### src/rtl/buffer_in.sv
// Stream-to-parallel frame capture: collects MEM_DEPTH 64-bit beats from an
// AXI-Stream source into a register frame and holds it until the consumer acks.
module buffer_in #(
  parameter int MEM_DEPTH  = 3,
  parameter int ADDR_WIDTH = 4
) (
  input  logic                      clk,
  input  logic                      rst_n,
  input  logic [63:0]               s_tdata,
  input  logic                      s_tvalid,
  input  logic                      s_tlast,
  output logic                      s_tready,
  output logic [MEM_DEPTH*64-1:0]   dout,
  output logic                      data_valid,
  input  logic                      data_ack,
  output logic                      err_len,
  output logic [7:0]                frame_cnt,
  output logic [1:0]                state_dbg,
  output logic [ADDR_WIDTH-1:0]     wr_ptr_dbg
);

  // Handshake: a beat transfers on a rising edge when s_tvalid and s_tready
  // are both 1. s_tready depends only on registered state (and reset), never
  // on s_tvalid. The frame side is a level: data_valid holds until data_ack.

  typedef enum logic [1:0] {
    FILL = 2'd0,
    SKIP = 2'd1,
    FULL = 2'd2
  } state_t;

  localparam logic [ADDR_WIDTH-1:0] LAST_PTR = ADDR_WIDTH'(MEM_DEPTH - 1);

  state_t                  state;
  logic [ADDR_WIDTH-1:0]   wr_ptr;
  logic [63:0]             mem [MEM_DEPTH];
  logic                    hs;

  assign s_tready   = rst_n && (state != FULL);
  assign hs         = s_tvalid && s_tready;
  assign state_dbg  = state;
  assign wr_ptr_dbg = wr_ptr;

  always_comb begin
    dout = '0;
    for (int i = 0; i < MEM_DEPTH; i++) begin
      dout[64*i +: 64] = mem[i];
    end
  end

  always_ff @(posedge clk) begin
    if (!rst_n) begin
      state      <= FILL;
      wr_ptr     <= '0;
      data_valid <= 1'b0;
      err_len    <= 1'b0;
      frame_cnt  <= 8'd0;
      for (int i = 0; i < MEM_DEPTH; i++) begin
        mem[i] <= 64'd0;
      end
    end else begin
      err_len <= 1'b0;
      case (state)
        FILL: begin
          if (hs) begin
            if (s_tlast && (wr_ptr < LAST_PTR)) begin
              // Short frame: drop it and start over at word 0.
              err_len <= 1'b1;
              wr_ptr  <= '0;
            end else begin
              for (int i = 0; i < MEM_DEPTH; i++) begin
                if (wr_ptr == ADDR_WIDTH'(i)) begin
                  mem[i] <= s_tdata;
                end
              end
              if (wr_ptr == LAST_PTR) begin
                wr_ptr <= '0;
                if (s_tlast) begin
                  state      <= FULL;
                  data_valid <= 1'b1;
                  frame_cnt  <= frame_cnt + 8'd1;
                end else begin
                  // Frame is complete but the transfer runs on: flush the rest.
                  state   <= SKIP;
                  err_len <= 1'b1;
                end
              end else begin
                wr_ptr <= wr_ptr + ADDR_WIDTH'(1);
              end
            end
          end
        end
        SKIP: begin
          if (hs && s_tlast) begin
            state      <= FULL;
            data_valid <= 1'b1;
            frame_cnt  <= frame_cnt + 8'd1;
          end
        end
        FULL: begin
          if (data_ack) begin
            state      <= FILL;
            data_valid <= 1'b0;
            wr_ptr     <= '0;
          end
        end
        default: begin
          state      <= FILL;
          data_valid <= 1'b0;
          wr_ptr     <= '0;
        end
      endcase
    end
  end

endmodule
### config.mk
export PLATFORM = sky130hd
export DESIGN_NAME = buffer_in
export DESIGN_NICKNAME = d
export VERILOG_FILES = /design/src/rtl/buffer_in.sv
export SDC_FILE = /design/constraint.sdc
export NUM_CORES = 1
export LEC_CHECK = 0
export CAP_MARGIN = 20
export CORE_MARGIN = 10
export CORE_UTILIZATION = 35
export DETAILED_ROUTE_END_ITERATION = 8
export PLACE_DENSITY = 0.67
export SLEW_MARGIN = 20
export SYNTH_ARGS = -nofsm -noshare
export SYNTH_HDL_FRONTEND = slang
export SYNTH_SLANG_ARGS = --single-unit
### constraint.sdc
create_clock -name clk -period 16.09 [get_ports clk]
set_input_delay 1.609 -clock clk [delete_from_list [all_inputs] [get_ports clk]]
set_output_delay 1.609 -clock clk [all_outputs]
set_load 0.02 [all_outputs]
==> results.md <==
- Dividing total power by cell area gives a power density of 112 nW/um^2.
- At the worst endpoint, the arrival time is 3530 ps.
- The number of global-route vias before repair is 4550.
- The clock tree from TritonCTS is built.
- In this run the static leakage power is 3.84 nW.
- The overall routed net length is 19500 um.
- Along the worst path, the maximum fanout reaches 12.
- The maximum number of pins on one net before global-route repair is 41.
- The critical path required time is 14480 ps.
- The post-CTS setup buffer count is 0.
- Of the cells placed in the final design, the portion with a size suffix greater than 1 is 6.71%.
- The category of cells accounting for the largest share of critical-path delay is buffers and inverters.
- The time the worst path needs with I/O delays and setup is 5130 ps.
- The cell count after placement is 896.
- The number of nets with antenna violations after detailed routing is 0.
- Of the total power, the clock network draws 37.1%.
- The detailed-placement wirelength estimate is 14400 um.
- The internal cell power is 941 uW.
- The post-synthesis cell type count is 40.
- After detailed routing, the number of remaining DRC violations is 0.
- The number of hold buffers added after CTS was 0.
- The async set or reset register ratio after synthesis is 0%.
- The number of cells on the worst hold path is 1.
- The clock buffer count from CTS is 22.
- In this run the power spent charging and discharging nets is 266 uW.
- The per-cell via count in the routed design is 4.58.
- The detailed-routed wire length on met2 is 10100 um.
- Measured in cells, the most critical reg-to-reg path has a length of 4.
- The fmax is 195 MHz.
- The slew at the pin with the worst max-slew slack is 1020 ps.
- In this run the worst setup path terminates at s_tready.
- The worst hold path belongs to the class reg -> reg.
- Routability-driven placement finished with a final weighted congestion of 0.733.
- Sorting the synthesized cells by how often they occur yields 192 x edfxtp_1, 67 x and2_1, 16 x dfxtp_1.
- Global routing used 14.0% of the available tracks across all layers.
- Yosys mapped a number of flops with a built-in enable equal to 192.
- By area the synthesized netlist is led by edfxtp_1 82%, and2_1 6.0%, dfxtp_1 4.6%.
- The main flop type after synthesis is edfxtp_1.
- The number of warning messages in the yosys log is 0.
- The net switching share of the total power is 22.0%.
- The share of synthesized area occupied by flip-flops and latches is 86.5%.
- Summing all flip-flop and latch instances after layout gives 6090 um^2.
- In the synthesized netlist, the number of instances is 359.
- In this run the cell area of the synthesized design comes to 7030 um^2.
- The number of cells upsized or downsized after cts is 0.
- The register clock-pin slew on the reported worst setup and hold paths is 60 ps.
- The most repeated cell in the gate-level netlist after synthesis is edfxtp_1.
- The library cell with the largest summed area after synthesis is edfxtp_1.
- The max-capacitance violation count is 0.
- When the netlist entered floorplanning its net count stood at 429.
- In this run the tool buffered the top-level ports with 277 buffer cells.
- The standard cell with the maximum stage delay on the critical path is clkdlybuf4s50_1.
- The routed length on met1 is 6780 um.
- The run finished with clean final reports.
- Across the VDD grid, the largest voltage drop is 0.0763 mV.
- The number of DRC markers in iteration 0 is 217.
- The global-route wire length before repair is 28600 um.
- The die height is 162 um.
- The wire length on met3 is 2180 um.
- For this run, the share of the core covered by cells in the final layout is 55.2%.
- The final net count is 726.
- The number of antenna violations at the first check in global routing came to 1.
- The type of the setup path with the least slack is in -> out.
- The maximum clock insertion buffer count is 3.
- Setup repair after global routing left no endpoint under its margin.
- The critical register-to-register path endpoint is mem[0][134]$_DFFE_PP_.
- After global routing the overflow that remains totals 0.
- The floorplan step defined a die boundary enclosing 26200 um^2.
- The first-pass detailed-route iteration total is 4.
- After floorplanning, the core was divided into 51 placement rows.
- Setup violations remaining at the end of the flow were counted as 0.
- The number of vias after detailed routing is 4296.
- In this run the horizontal extent of the chip is 162 um.
- The delay of the slowest cell on the worst path is 740 ps.
- Across the routed clock network, the largest skew measured is 17.7 ps.
- After synthesis the netlist holds a flip-flop and latch count of 208.
- The routed wire length per instance is 20.8 um.
- Setup total negative slack on the finished layout was measured at 0 ps.
- After layout, the design draws a total of 1.21 mW.
- The count of endpoints failing hold in the final timing report is 0.
- The count of final max-slew check failures is 0.
- The type of element launching the critical path is an input pin.
- The total buffers and inverters traversed by the critical path is 3.
- Measured against its own limit, the worst slew margin works out to 31.5%.
- The count of H-tree levels built during CTS is 1.
- The critical path crosses 4 cells after its start point.
- The proportion of power drawn by combinational gates is 10.9%.
- The beginning of the critical path is rst_n.
- Setup slack on the worst reg-to-reg path comes out at 13130 ps.
- For this design, the sink count on the clock tree is 208.
- The area used by multi-input combinational logic is 910 um^2.
- Once the floorplan was initialized, standard cells occupied 35.9% of the core.
- The clock insertion delay at the later pin of the skew report is 500 ps.
- The cell that appears most often on the critical path is clkdlybuf4s50_1.
- The placeable core region is 19600 um^2.
- The root buffer cell is clkbuf_16.
- Counting the fill cells in the layout gives 1571.
- The signal on the critical path passes through clkdlybuf4s50_1, inv_1, a21oi_1, clkdlybuf4s50_1.
- Relative to the synthesized area, the layout overhead comes to 53.7%.
- The category of the worst setup path capture point is a primary output.
- For this design the top-level I/O count stands at 278.
- Summed over its instances, the top area cell type makes up 82.0% of the synthesized netlist area.
- Dividing the final minimum period by the clock period gives 31.9%.
- Of the total power, registers draw 52.0%.
- The top layer used by detailed routing is met4.
- In this run the critical register-to-register path is launched from wr_ptr_dbg[1]$_SDFFE_PN0P_.
- Each instance of the synthesized netlist takes up on average 19.6 um^2.
- The number of cells in the finished layout apart from fillers is 937.
per-stage QoR:
step / hold WS, ps / cell area, um^2 / setup WS, ps
finish: 502 / 10800 / 10960
global route: 535 / 10800 / 10820
CTS: 507 / 10800 / 10920
detailed placement: 491 / 10200 / 10940
global placement: 472 / 10200 / 10990
floorplan: 541 / 7030 / 6600
sequential cells by signal, summed over array words and instances, names as in the netlist:
register	cells
state_dbg	2
err_len	1
wr_ptr_dbg	4
data_valid	1
mem	192
frame_cnt	8
layout make-up:
class                   count  area share [%]
flip-flops and latches    208            56.3
inverters                   3           0.104
clock buffers              29            5.53
multi-input cells         137            8.41
clock inverters            10           0.394
diodes                      1          0.0231
well taps                 265            3.07
repair buffers            284            26.2
cells by family after synthesis:
| logic type | Yosys count | share of synthesized area [%] |
|---|---|---|
| and+or+nand+nor | 102 | 9.13 |
| AOI/OAI and AO/OA | 31 | 2.86 |
| xor gates and xnor gates | 2 | 0.249 |
| adders and majority gates | 1 | 0.178 |
| buffers and inverters | 14 | 0.925 |
| DFF | 208 | 86.5 |
| muxes | 1 | 0.142 |
power groups by stage:
stage	registers (mW)	clock network, mW	logic, mW
final	0.628	0.447	0.131
after global routing	0.630	0.483	0.138
after CTS	0.628	0.460	0.134
after detailed placement	0.640	0	0.133
after global placement	0.638	0	0.132
after floorplan	0.678	0	0.0163
routing by layer:
metal / GRT usage (%) / vias up
met5: 0 / -
met3: 6.19 / 34
met1: 14.5 / 2095
li1: - / 1954
met4: 4.55 / 0
met2: 24.8 / 213
cells in the final DEF (no fill, tap or decap), drive strengths merged, types with 3 or more instances in the layout:
cell and instances:
nand2 10, clkbuf 29, dfxtp 16, o21ai 7, and2 67, o31ai 3
or4 3, clkdlybuf4s50 277, inv 3, edfxtp 192, nor2 7, buf 7
clkinv 10, a21oi 11, nor3 3
worst min-delay path by stage:
stage,slack [ps],from,end
6_report,500,data_valid$_SDFFE_PN0P_,data_valid$_SDFFE_PN0P_
5_1_grt,530,frame_cnt[6]$_SDFFE_PN0P_,frame_cnt[6]$_SDFFE_PN0P_
4_1_cts,510,data_valid$_SDFFE_PN0P_,data_valid$_SDFFE_PN0P_
3_5_place_dp,490,data_valid$_SDFFE_PN0P_,data_valid$_SDFFE_PN0P_
3_3_place_gp,470,frame_cnt[7]$_SDFFE_PN0P_,frame_cnt[7]$_SDFFE_PN0P_
2_1_floorplan,540,frame_cnt[4]$_SDFFE_PN0P_,frame_cnt[4]$_SDFFE_PN0P_
Power figures use the tool's default switching activity.
